[config.mk]
export PLATFORM = sky130hd
export DESIGN_NAME = mem_align_unit
export DESIGN_NICKNAME = d
export VERILOG_FILES = /design/src/rtl/opcodes_pkg.sv /design/src/rtl/load_extend.sv /design/src/rtl/mem_align_unit.sv
export SDC_FILE = /design/constraint.sdc
export NUM_CORES = 1
export LEC_CHECK = 0
export ABC_AREA = 1
export CELL_PAD_IN_SITES_DETAIL_PLACEMENT = 1
export CELL_PAD_IN_SITES_GLOBAL_PLACEMENT = 1
export CORE_MARGIN = 2
export CORE_UTILIZATION = 40
export CTS_CLUSTER_SIZE = 28
export DETAILED_ROUTE_END_ITERATION = 12
export HOLD_SLACK_MARGIN = 0.05
export PLACE_DENSITY_LB_ADDON = 0.1
export SLEW_MARGIN = 20
export SYNTH_ARGS = -nofsm -noshare
export SYNTH_HDL_FRONTEND = slang
export SYNTH_SLANG_ARGS = --single-unit
[constraint.sdc]
create_clock -name clk -period 19.9 [get_ports clk]
set_input_delay 3.98 -clock clk [delete_from_list [all_inputs] [get_ports clk]]
set_output_delay 3.98 -clock clk [all_outputs]
set_load 0.01 [all_outputs]
[src/rtl/opcodes_pkg.sv]
// Shared definitions for the memory alignment unit.
//   state_t      : alignment FSM state encoding (IDLE, ACC1, ACC2, DONE)
//   F3_*         : RV32I funct3 codes for loads and stores
//   size_mask()  : byte-lane mask of an access before it is shifted to its offset
//   is_split()   : true when an access crosses a 32-bit word boundary
package opcodes_pkg;

  typedef enum logic [1:0] {
    IDLE = 2'd0,
    ACC1 = 2'd1,
    ACC2 = 2'd2,
    DONE = 2'd3
  } state_t;

  localparam logic [2:0] F3_LB  = 3'b000;
  localparam logic [2:0] F3_LH  = 3'b001;
  localparam logic [2:0] F3_LW  = 3'b010;
  localparam logic [2:0] F3_LBU = 3'b100;
  localparam logic [2:0] F3_LHU = 3'b101;
  localparam logic [2:0] F3_SB  = 3'b000;
  localparam logic [2:0] F3_SH  = 3'b001;
  localparam logic [2:0] F3_SW  = 3'b010;

  // size is funct3[1:0]: 00 byte, 01 half, 10 word
  function automatic logic [3:0] size_mask(input logic [1:0] size);
    case (size)
      2'b00:   size_mask = 4'b0001;
      2'b01:   size_mask = 4'b0011;
      default: size_mask = 4'b1111;
    endcase
  endfunction

  // Offset plus size exceeds four bytes.
  function automatic logic is_split(input logic [1:0] size, input logic [1:0] offset);
    is_split = ((size == 2'b10) && (offset != 2'b00)) ||
               ((size == 2'b01) && (offset == 2'b11));
  endfunction

endpackage

[src/rtl/load_extend.sv]
// Load result extraction and extension.
//   raw    : {high word, low word} as read from the bus (high word unused when
//            the access does not cross a word boundary)
//   offset : byte offset of the access inside the low word
//   funct3 : RV32I load code
//   result : byte/half/word shifted down to bit 0, sign- or zero-extended
module load_extend
  import opcodes_pkg::*;
(
  input  logic [63:0] raw,
  input  logic [1:0]  offset,
  input  logic [2:0]  funct3,
  output logic [31:0] result
);

  logic [31:0] word;

  assign word = 32'(raw >> {offset, 3'b000});

  always_comb begin
    result = word;
    case (funct3)
      F3_LB:   result = {{24{word[7]}}, word[7:0]};
      F3_LH:   result = {{16{word[15]}}, word[15:0]};
      F3_LBU:  result = {24'h000000, word[7:0]};
      F3_LHU:  result = {16'h0000, word[15:0]};
      default: result = word;
    endcase
  end

endmodule

[src/rtl/mem_align_unit.sv]
// Memory alignment unit: turns one RV32I load/store from EX/MEM into one or
// two word-aligned bus accesses, merging/extending load data.
//   clk, rst        : clock, asynchronous active-high reset
//   mem_op_i/mem_we_i/funct3_i/addr_i/wdata_i : request from EX/MEM
//   bus_*           : word-aligned bus; bus_ack_i = read data valid / write accepted
//   read_data_o     : extended load result of a single-access load (valid in DONE)
//   merged_word_o   : extended load result of a split load (valid in DONE)
//   stall_o         : freezes the pipeline while the access is in flight
//   state_dbg       : current FSM state
//
// Bus handshake: bus_req_o rises on entry to ACC1/ACC2 with address, data and
// strobes stable, and they stay unchanged until a cycle with bus_ack_i=1; that
// cycle completes the access. bus_ack_i in any other state is ignored.
module mem_align_unit
  import opcodes_pkg::*;
(
  input  logic        clk,
  input  logic        rst,
  input  logic        mem_op_i,
  input  logic        mem_we_i,
  input  logic [2:0]  funct3_i,
  input  logic [31:0] addr_i,
  input  logic [31:0] wdata_i,
  output logic        bus_req_o,
  output logic        bus_we_o,
  output logic [31:0] bus_addr_o,
  output logic [31:0] bus_wdata_o,
  output logic [3:0]  bus_wstrb_o,
  input  logic [31:0] bus_rdata_i,
  input  logic        bus_ack_i,
  output logic [31:0] read_data_o,
  output logic [31:0] merged_word_o,
  output logic        stall_o,
  output state_t      state_dbg
);

  state_t      state_q;
  logic [1:0]  off_q;
  logic [2:0]  f3_q;
  logic [31:0] wdata_q;
  logic        we_q;
  logic        split_q;
  logic [31:0] lo_q;
  logic [31:0] hi_q;

  logic [1:0]  cur_off;
  logic [1:0]  cur_size;
  logic [7:0]  strb8;
  logic [31:0] wdata_first;
  logic [31:0] wdata_second;
  logic [31:0] lo_src;
  logic [31:0] hi_src;
  logic [31:0] ext;

  // Requests are taken from the ports only in IDLE; afterwards the latched copy.
  assign cur_off  = (state_q == IDLE) ? addr_i[1:0]   : off_q;
  assign cur_size = (state_q == IDLE) ? funct3_i[1:0] : f3_q[1:0];

  // Low nibble: lanes of the first word, high nibble: lanes spilling into the next.
  assign strb8 = {4'b0000, size_mask(cur_size)} << cur_off;

  assign wdata_first  = wdata_i << {addr_i[1:0], 3'b000};
  // Only reached for split stores, so the offset is never 0 here.
  assign wdata_second = wdata_q >> (6'd32 - {1'b0, off_q, 3'b000});

  // Feed the extender with the word arriving this cycle so the result can be
  // registered on the same ack edge. hi bits never reach a non-split result.
  assign lo_src = (state_q == ACC1) ? bus_rdata_i : lo_q;
  assign hi_src = (state_q == ACC2) ? bus_rdata_i : hi_q;

  load_extend u_load_extend (
    .raw    ({hi_src, lo_src}),
    .offset (off_q),
    .funct3 (f3_q),
    .result (ext)
  );

  assign stall_o   = ((state_q == IDLE) && mem_op_i) || (state_q == ACC1) || (state_q == ACC2);
  assign state_dbg = state_q;

  always_ff @(posedge clk or posedge rst) begin
    if (rst) begin
      state_q       <= IDLE;
      off_q         <= 2'b00;
      f3_q          <= 3'b000;
      wdata_q       <= 32'h0;
      we_q          <= 1'b0;
      split_q       <= 1'b0;
      lo_q          <= 32'h0;
      hi_q          <= 32'h0;
      bus_req_o     <= 1'b0;
      bus_we_o      <= 1'b0;
      bus_addr_o    <= 32'h0;
      bus_wdata_o   <= 32'h0;
      bus_wstrb_o   <= 4'b0000;
      read_data_o   <= 32'h0;
      merged_word_o <= 32'h0;
    end else begin
      case (state_q)
        IDLE: begin
          if (mem_op_i) begin
            state_q     <= ACC1;
            off_q       <= addr_i[1:0];
            f3_q        <= funct3_i;
            wdata_q     <= wdata_i;
            we_q        <= mem_we_i;
            split_q     <= is_split(funct3_i[1:0], addr_i[1:0]);
            bus_req_o   <= 1'b1;
            bus_we_o    <= mem_we_i;
            bus_addr_o  <= {addr_i[31:2], 2'b00};
            bus_wdata_o <= mem_we_i ? wdata_first : 32'h0;
            bus_wstrb_o <= mem_we_i ? strb8[3:0] : 4'b0000;
          end
        end
        ACC1: begin
          if (bus_ack_i) begin
            if (!we_q) begin
              lo_q <= bus_rdata_i;
            end
            if (split_q) begin
              state_q     <= ACC2;
              bus_addr_o  <= bus_addr_o + 32'd4;
              bus_wdata_o <= we_q ? wdata_second : 32'h0;
              bus_wstrb_o <= we_q ? strb8[7:4] : 4'b0000;
            end else begin
              state_q     <= DONE;
              bus_req_o   <= 1'b0;
              bus_we_o    <= 1'b0;
              bus_wstrb_o <= 4'b0000;
              if (!we_q) begin
                read_data_o <= ext;
              end
            end
          end
        end
        ACC2: begin
          if (bus_ack_i) begin
            state_q     <= DONE;
            bus_req_o   <= 1'b0;
            bus_we_o    <= 1'b0;
            bus_wstrb_o <= 4'b0000;
            if (!we_q) begin
              hi_q          <= bus_rdata_i;
              merged_word_o <= ext;
            end
          end
        end
        DONE: begin
          state_q <= IDLE;
        end
        default: begin
          state_q <= IDLE;
        end
      endcase
    end
  end

endmodule

Word level (Yosys, flattened, before mapping) --
Cells that the tools add are included.
Word-level totals: register bits 239, bits in latches 0, RAM bits 0, memory bits (read-only) 0, memories 0
Operators by class: add/subtract/negate cells 2, multiply operators 0, div/mod/pow operators 0, order comparisons 0, equal/unequal tests 15, shift-type cells 4, mux-type cells 35, bitwise operators 2, reduce and logical (&&, ||, !) cells 20
Operator list (number):
- two-way mux 32 bit | 10
- one-hot mux 32 bit (2 select lines) | 2
- one-hot mux 32 bit (4 select lines) | 1
- >> shifter 64 x 5 -> 32 bit | 1
- adder 32 x 3 -> 32 bit, second input constant | 1
- left shift 32 x 5 -> 32 bit | 1
- >> shifter 32 x 6 -> 32 bit | 1
- two-way mux 4 bit | 6
- one-hot mux 4 bit (3 select lines) | 1
- AND reduction 4 bit | 3
- two-way mux 2 bit | 5
- != test 2 bit, second input constant | 5
- AND reduction 3 bit | 3
- equality test 2 bit, second input constant | 4
- one-hot mux 2 bit (4 select lines) | 1
- one-hot mux 4 bit (2 select lines) | 1
- left shift 4 x 2 -> 8 bit | 1
- equality test 2 x 1 -> 1 bit, second input constant | 3
- equality test 3 bit, second input constant | 2
- two-way mux 1 bit | 6
- one-hot mux 1 bit (3 select lines) | 2
- subtractor 6 x 5 -> 6 bit, first input constant | 1
- AND reduction 5 bit | 1
- zero test 2 bit | 2
- 8 further kinds | 14

Logic depth before layout (Yosys ltp) --
Gate-level depths: netlist of run 1.
word-level depth 9, depth in mapped cells 13

Hierarchy --
From an unflattened synthesis of run 1, not the netlist that was laid out.
Unflattened totals: cells, all modules 1899, area, all modules 13387.8 um^2
Modules (own cells, without submodules):
- mem_align_unit | instances 1, cells each 1666, area each 12204.2 um^2, sequential area each 5930.7 um^2
- load_extend | instances 1, cells each 233, area each 1183.6 um^2, sequential area each 0.0 um^2

Worst setup path before layout of run 1 --
No wires, ideal clock.
kind in2out, start in mem_op_i, end out stall_o, data arrival time 4572 ps, data required time 15920 ps, path slack 11348 ps, cell stages on the path 3, path buffers 1, cell sequence nand2_1 -> clkbuf_1 -> nand3_1
Between the ends: longest elaborated chain between the ends 3
RTL lines:
- start: declaration | RTL line mem_align_unit.sv:19 | input logic mem_op_i,
- logical AND 1 bit | RTL line mem_align_unit.sv:78 | assign stall_o = ((state_q == IDLE) && mem_op_i) || (state_q == ACC1) || (state_q == ACC2);
- logical OR 1 bit (2 in series) | RTL line mem_align_unit.sv:78
- end: declaration | RTL line mem_align_unit.sv:33 | output logic stall_o,
Every way passes these cells.

Worst setup path after layout of run 1 --
Ends and elaborated chain as after synthesis.

==> flow_summary.toml, run 1 <==
[outcome]
outcome = "completed"

[global_routing]
gr-total-overflow = 0
grt_max_degree = 113
antenna_found_initial = 1
gr-usage-all-layers_pct = 27.7
grt_pass1_vias = 13883
grt_pass1_wl_mm = 74.7

[synthesis]
synthAdderAreaFrac_pct = 0.683
synth-seq-cells = 229
synthArstFlopShare_pct = 100
ys.flop_type = "dfrtp_1"
avgSynthCellArea_um2 = 6.83
yosysTopAreaCell = "dfrtp_1"
synth_compound_area_share_pct = 11.7
synth_edf_count = 0
synth_top_family_by_area = "simple AND/OR/NAND/NOR gates"
yosysSeqAreaShare_pct = 44.7
synth_area_leaders = "dfrtp_1 45%, nand2_1 23%, nand3_1 6.4%, o21ai_0 5.5%, nor2_1 4.4%"
netlist_area_um2 = 12800
synthMuxAreaShare_pct = 0.0781
synth_cells = 1877
synth_cell_types = 34
yosys_warnings = 0
synthXorXnorAreaFrac_pct = 0.273
synth.top_cell.area_share_pct = 44.7
synth-simple-area-share_pct = 35.4

[setup_path]
path_class = "in2out"
cpPeakStageDelay_ns = 0.54
r2r_start = "state_dbg[1]"
path_cells = "clkdlybuf4s50_1 > nand2_2 > buf_4 > nand3_1 > clkdlybuf4s50_1"
crit_path_start_kind = "input port"
crit_arrival_ns = 5.74
timing.critical_path.mode_cell = "clkdlybuf4s50_1"
required_ns = 15.92
endpoint_kind = "output port"
regToRegSetupSlack_ns = 15.87
slowest_stage = "clkdlybuf4s50_1"
rr_endpoint = "bus_addr_o[14]"
rr_worst_depth = 11
crit_fanout = 63

[finish]
n_fill_cell = 3998
areaGrowthSynthToFinish_pct = 27.7
final_common_cell = "nand2_1"
fin_nets = 2165
layout_common_cells = "795 x nand2_1, 237 x clkdlybuf4s50_1, 228 x dfrtp_1"
drive_above_1_share_pct = 3.90
antenna-diode-count = 0
stdcell_area_um2 = 16400
finish.utilization_pct = 51.9

[sta]
layout_min_cycle_time_ns = 9.72
rsz0062_at_grt = "no"
clock.fmax_mhz = 103
holdWs_ns = 0.475
fin_skew_ns = 0.0149
fin_setup_tns_ns = 0
setup_viol = 0
finalCritPeriodShare_pct = 48.9
worst_slew_pin_slew_ns = 1.06
slew_viol_final = 0
max_slew_margin_pct = 29.3
hold_viol = 0

[clocking]
ctsResizeCount = 0
post-cts-setup-buffers = 0
hold_buffers = 0
clockBufferDepth = 3
clk_pin_slew_worst_paths_ns = 0.06
cts_root_buffer = "clkbuf_16"
clock-sinks = 229
cts_made_buffers = 28
insertion_delay_ns = 0.55
cts_tree = "done"
htree_levels = 1

[place]
place_area_um2 = 15400
port_buffers = 238
gp_congestion = 0.877
dp_hpwl_mm = 31.0

[detailed_routing]
first_pass_iters = 5
vias_per_cell = 5.38
vias = 13322
routed_wl_mm = 45.9
ant_nets = 0
first_iter_violations = 747
drc = 0
routedWlPerCell_um = 18.5

[die]
num_rows = 65
start_util_pct = 40.6
boundaryPins = 241
die_h_um = 183
die_w_um = 183
core_area_um2 = 31600
dieArea_um2 = 33500

[pwr]
pwr-share-seq_pct = 29.9
total_power_mw = 2.94
pwr-share-comb_pct = 51.5
switchingPower_mw = 1.34
internal_power_mw = 1.61
p_leak_nw = 7.91
power_density_nw_per_um2 = 180
power_frac_clock_pct = 18.7
switching_share_pct = 45.4
worst_ir_drop_vdd_mv = 0.103

[worst_hold_path]
min_to = "hi_q[16]"
hold_start = "hi_q[16]"
holdPathStages = 2
min_path_type = "reg2reg"

[job]
maxCapViolations = 0
==> flip-flops by register name, summed over array words and instances, names as in the netlist <==
register	flops
lo_q	32
we_q	1
read_data_o	32
hi_q	24
bus_addr_o	30
split_q	1
wdata_q	32
f3_q	3
bus_we_o	1
state_dbg	2
off_q	2
merged_word_o	32
bus_wstrb_o	4
bus_wdata_o	32
bus_req_o	1
==> power groups by stage <==
stage	combinational, mW	sequential [mW]	clock, mW
2_1_floorplan	0.875	0.882	0
3_3_place_gp	1.46	0.876	0
3_5_place_dp	1.51	0.883	0
4_1_cts	1.52	0.880	0.559
5_1_grt	1.70	0.909	0.577
6_report	1.52	0.880	0.549
==> per-stage QoR <==
step	setup slack (ns)	cells
2_1_floorplan	9.64	1878
3_3_place_gp	10.23	2426
3_5_place_dp	10.22	2426
4_1_cts	10.19	2478
5_1_grt	10.09	2478
6_report	10.18	2478
==> cells by family (layout without fill, tap and decap cells) <==
family	after synthesis	after routing
other cells	1	2
xor+xnor	4	4
compound gates	274	274
buf+inv	228	426
mux	1	1
fa+ha+maj	7	7
flops	229	229
simple gates	1133	1133
==> how the worst max path moves through the flow <==
stage	start	end	slack, ns	depth (start not counted)
finish	mem_op_i	stall_o	10.18	5
global placement	mem_op_i	stall_o	10.23	5
CTS	mem_op_i	stall_o	10.19	5
global route	mem_op_i	stall_o	10.09	5
detailed placement	mem_op_i	stall_o	10.22	5
floorplan	rst	bus_addr_o[10]	9.64	1
==> area by class of cell <==
type / instances / area (µm²) / area share, %
clock buffers: 43 / 867 / 5.29
clock inverters: 9 / 136 / 0.833
multi-input cells: 1421 / 6190 / 37.8
repair buffers: 253 / 2490 / 15.2
flip-flops and latches: 229 / 5730 / 35.0
well taps: 402 / 503 / 3.07
inverters: 121 / 464 / 2.83
==> routing by layer <==
layer	part of all wire, %	wire length [µm]	GRT usage [%]	vias to the layer above
met3	5.0	2270	3.91	62
met4	1.7	802	5.57	2
met5	0.028	13	0	-
met1	44	20100	36.4	6585
met2	49	22600	48.9	328
li1	-	-	-	6345
==> critical path: cells and delay by family <==
kind                   cells  cell delay [ns]
buffers and inverters      3             1.48
AND/OR/NAND/NOR            2             0.26
==> synthesized netlist by cell type, drive strengths merged, types with 3 or more instances <==
library cell and instances:
nor2 154, nand4 3, a21oi 66, nand3b 9
a31oi 24, ha 7, buf 61, o21ai 145
a22oi 13, clkbuf 46, nand2 797, dfrtp 229
nor3 7, o211ai 19, inv 120, nand3 163
No activity file was read; power rests on OpenSTA's default activity.
==> run 2, diff against run 1 <==
- CORE_UTILIZATION: 40 -> 34
- clock period: 19.9 -> 8.5 ns (I/O delays scaled with it)
==> flow_summary.toml, run 2 (synthesized netlist as in run 1, its figures left out) <==
[outcome]
outcome = "completed"

[worst_hold_path]
holdPathStages = 2
min_to = "hi_q[4]"
hold_start = "hi_q[4]"
min_path_type = "reg2reg"

[place]
place_area_um2 = 15500
placedCellCount = 2536
port_buffers = 238
dp_slack_ns = 3.19
dp_hpwl_mm = 31.7
gp_congestion = 0.817

[setup_path]
endpoint_kind = "output port"
rr_worst_depth = 12
r2r_start = "state_dbg[1]"
crit_path_start_kind = "input port"
path_class = "in2out"
rr_endpoint = "read_data_o[9]"
required_ns = 6.80
worstSetupStartpoint = "mem_op_i"
crit_arrival_ns = 3.53
crit_fanout = 63
regToRegSetupSlack_ns = 5.11

[global_routing]
antenna_found_initial = 2
gr-usage-all-layers_pct = 24.3
gr-total-overflow = 0
grt_max_degree = 161
grt_pass1_vias = 13581
grt_pass1_wl_mm = 75.7

[clocking]
cts_tree = "done"
cts_root_buffer = "clkbuf_16"
insertion_delay_ns = 0.56
clock-sinks = 229
hold_buffers = 0
cts_made_buffers = 28
clockBufferDepth = 3
clk_pin_slew_worst_paths_ns = 0.06
post-cts-setup-buffers = 0
ctsResizeCount = 0
htree_levels = 1

[detailed_routing]
vias = 13044
routedWlPerCell_um = 18.2
drc = 0
first_iter_violations = 530
vias_per_cell = 5.04
routed_wl_mm = 47.2
first_pass_iters = 5
ant_nets = 0

[sta]
worst_slew_pin_slew_ns = 1.01
rsz0062_at_grt = "no"
hold_viol = 0
fin_skew_ns = 0.0133
max_slew_margin_pct = 32.5
finalCritPeriodShare_pct = 61.5
holdWs_ns = 0.470
setup_viol = 0
timing.final.ws_setup_ns = 3.27
clock.fmax_mhz = 191
slew_viol_final = 0
layout_min_cycle_time_ns = 5.23
fin_setup_tns_ns = 0

[die]
die_h_um = 198
num_rows = 71
boundaryPins = 241
start_util_pct = 34.3
die_w_um = 198
core_area_um2 = 37400
dieArea_um2 = 39300

[finish]
drive_above_1_share_pct = 4.14
areaGrowthSynthToFinish_pct = 28.9
final_common_cell = "nand2_1"
final_cells = 2589
stdcell_area_um2 = 16500
layout_common_cells = "795 x nand2_1, 237 x clkdlybuf4s50_1, 228 x dfrtp_1"
finish.utilization_pct = 44.2
n_fill_cell = 4736
fin_nets = 2166

[job]
maxCapViolations = 0

[pwr]
p_leak_nw = 7.92
worst_ir_drop_vdd_mv = 0.230
total_power_mw = 6.91
power_density_nw_per_um2 = 418
-- run 2: layout make-up --
class	instances	area, µm²	area share [%]
antenna	1	2.50	0.0151
clock buffer	34	783	4.74
clock inverter	18	210	1.27
inverter	121	464	2.81
multi-input combinational	1421	6190	37.4
sequential	229	5730	34.7
tap	511	639	3.87
timing repair buffer	254	2510	15.2
-- run 2: how the worst max path moves through the flow --
stage / end / slack [ns] / cells after the start
after global routing: stall_o / 3.11 / 5
after CTS: stall_o / 3.18 / 5
after global placement: stall_o / 3.18 / 5
final: stall_o / 3.27 / 5
after floorplan: bus_addr_o[10] / 0.52 / 1
after detailed placement: stall_o / 3.19 / 5
-- run 2: where the power goes --
group	switching (mW)	internal, mW	leakage [nW]
Combinational	2.21	1.35	4.59
Clock	0.522	0.776	0.495
Sequential	0.427	1.62	2.84
-- run 2: metal layers --
layer	GRT usage [%]	vias to the layer above	part of all wire, %
met5	0	-	0.028
met4	5.60	2	2.2
met3	3.53	54	4.4
met2	41.8	255	48
met1	32.3	6379	45
li1	-	6354	-
-- run 2: worst max-delay path: stages --
cell and delay, ns:
clkdlybuf4s50_1 0.44, nand2_2 0.08, buf_4 0.49, nand3_1 0.26
clkdlybuf4s50_1 0.55
==> RTL change (config.mk and constraints of run 2) <==
Make the reset (`rst`) synchronous in one clocked block. Comments in the files are not updated.
--- a/src/rtl/mem_align_unit.sv
+++ b/src/rtl/mem_align_unit.sv
@@ -80,3 +80,3 @@
 
-  always_ff @(posedge clk or posedge rst) begin
+  always_ff @(posedge clk) begin
     if (rst) begin
Function: differs if rst is asserted again (counterexample within 4 cycles, from zero or initial values and one cycle with rst high); with rst held inactive, the same outputs for 4 cycles.
==> RTL change against run 2 <==
  * Sequential cell count unchanged
  * Sequential power shrank 22%
  * Total power decreased by 21%
  * Sequential share of layout area is 5.5 points lower
  * First-iteration DRC count is 43% higher
  * Synthesized cell count grew 2.8%
  * Setup slack improved by 0.12 ns
  * Maximum frequency up 2.3%
  * Routed wire length up 4.5%
  * Combinational power fell by 26%
  * Final area shrank 4.9%
  * Worst hold slack lost 0.018 ns
  * Synthesized area fell by 4.2%
==> RTL change: results (changes against run 2) <==
Parameter                              Value

Status
  Status    complete, no violations

Worst setup path
  Worst Path Max Fanout    64 (+1.6%)
  Arrival time of data at the critical path endpoint    3.41 ns (-0.12 ns)
  Reg2reg setup slack    4.39 ns (-0.72 ns)
  Maximum cell stage delay along the critical path    0.52 ns (-0.03 ns)
  Reg2Reg Launch Point    state_dbg[1]

Logic synthesis
  Post-Synth Adder-Cell Area    0.00713 (+0.000298)
  Compound-gate portion of the synthesized area    0.210 (+0.0937)
  Top cells by area in the synthesized netlist    sky130_fd_sc_hd__dfxtp_1 37%, sky130_fd_sc_hd__nand2_1 14%, sky130_fd_sc_hd__o21ai_0 8.4%
  Fraction of synthesized area in multiplexers    0 (-0.000781)
  Most common flop cell mapped by yosys    sky130_fd_sc_hd__dfxtp_1
  Post-Synth XOR/XNOR Area    0.000713 (-0.00202)
  Synthesized area per cell    6.37 um^2 (-6.8%)
  Part of the Yosys area used for sequential elements    0.373 (-0.0738)

Pwr
  Leak pwr    0.00627 uW (-21%)
  IR Drop Worst-Case VDD    0.172 mV (-25%)

Global route
  Global Route Usage Sum    0.255 (+0.0117)
  Number of antenna violations at the first check in global routing    3 (+1)
  Pin count of the biggest net entering global routing    117 (-27%)
  Vias in the first global route    13,690 (+0.80%)

Placed design
  Half-perimeter wire length after detailed placement    33,200 um (+4.9%)
  Worst setup slack after placement    3.41 ns (+0.212 ns)
  Number of placed instances with taps included    2,508 (-1.1%)
  Dpl cell area    14,800 um^2 (-4.9%)

Detailed routing
  Detailed-route wire length per cell    19.3 um (+5.6%)
  Total wirelength of the detailed-routed design    49,300 um (+4.5%)
  DRC marker count from the first detailed-route iteration    758 (+43%)

Layout
  Final-stage net count    2,189 (+1.1%)
  Layout cell share with drive strength beyond 1    0.0414 (+0.0000424)
  Fill cell count    4,650 (-1.8%)

STA
  Final worst clock skew    0.0159 ns (+0.00263 ns)
  Post-route minimum period    5.11 ns (-0.118 ns)
  Worst hold slack across all endpoints    0.452 ns (-0.0178 ns)

Hold path
  Launch instance of the worst min-delay path    lo_q[3]

Clocking
  CTS Buf Count    29 (+3.6%)
## RTL change: changes by cell type in the layout (fill, tap and decap cells not counted), sizes merged, moves of 10 or more
cell,run 2,this run
nor2,154,271
inv,120,140
clkbuf,34,46
a21oi,66,136
nand3,163,193
o21ai,145,253
dfrtp,229,0
dfxtp,0,229
nand2,797,452
o211ai,19,29
## RTL change: metrics by stage
| stage | power [uW] | util |
|---|---|---|
| 2_1_floorplan | 3220 | - |
| 3_3_place_gp | 4170 | 0.415 |
| 3_5_place_dp | 4250 | 0.415 |
| 4_1_cts | 5510 | 0.442 |
| 5_1_grt | 5880 | 0.442 |
| 6_report | 5470 | 0.442 |
## RTL change: cell families (layout without fill, tap and decap cells)
family	after synthesis	after routing
other cells	1	4
flops	229	229
compound gates	477	477
simple gates	939	939
buf+inv	275	444
xor+xnor	1	1
fa+ha+maj	7	7
## RTL change: path summary, 6_finish.rpt
path                    endpoint  cells after the start
setup reg to reg  read_data_o[9]                      9
hold reg to reg          lo_q[3]                      2
setup / recovery         stall_o                      5
hold / removal           lo_q[3]                      2
## RTL change: area by class of cell
cell class                      count  area share
Tap cell                          461      0.0367
Sequential cell                   229       0.292
Multi-Input combinational cell   1426       0.419
Inverter                          140      0.0341
Timing Repair Buffer              252       0.158
Clock inverter                      6     0.00557
Clock buffer                       46      0.0541
Antenna cell                        2    0.000319
## RTL change: report_power, final
| group | internal (uW) | switching [uW] | leakage, uW | total, uW |
|---|---|---|---|---|
| Combinational | 930 | 1720 | 0.00394 | 2650 |
| Sequential | 1360 | 226 | 0.00188 | 1590 |
| Clock | 740 | 496 | 0.000458 | 1240 |
## RTL change: worst max-delay path, delay by kind of cell
kind	cells	cell delay, ns
AND/OR/NAND/NOR	2	0.22
buffers and inverters	3	1.47
## RTL change: routing by layer
layer / track usage / up-vias / share of wire
met1: 0.366 / 6749 / 0.49
li1: - / 6666 / -
met2: 0.403 / 311 / 0.44
met3: 0.0377 / 73 / 0.046
met5: 0 / - / 0.00026
met4: 0.0586 / 2 / 0.023
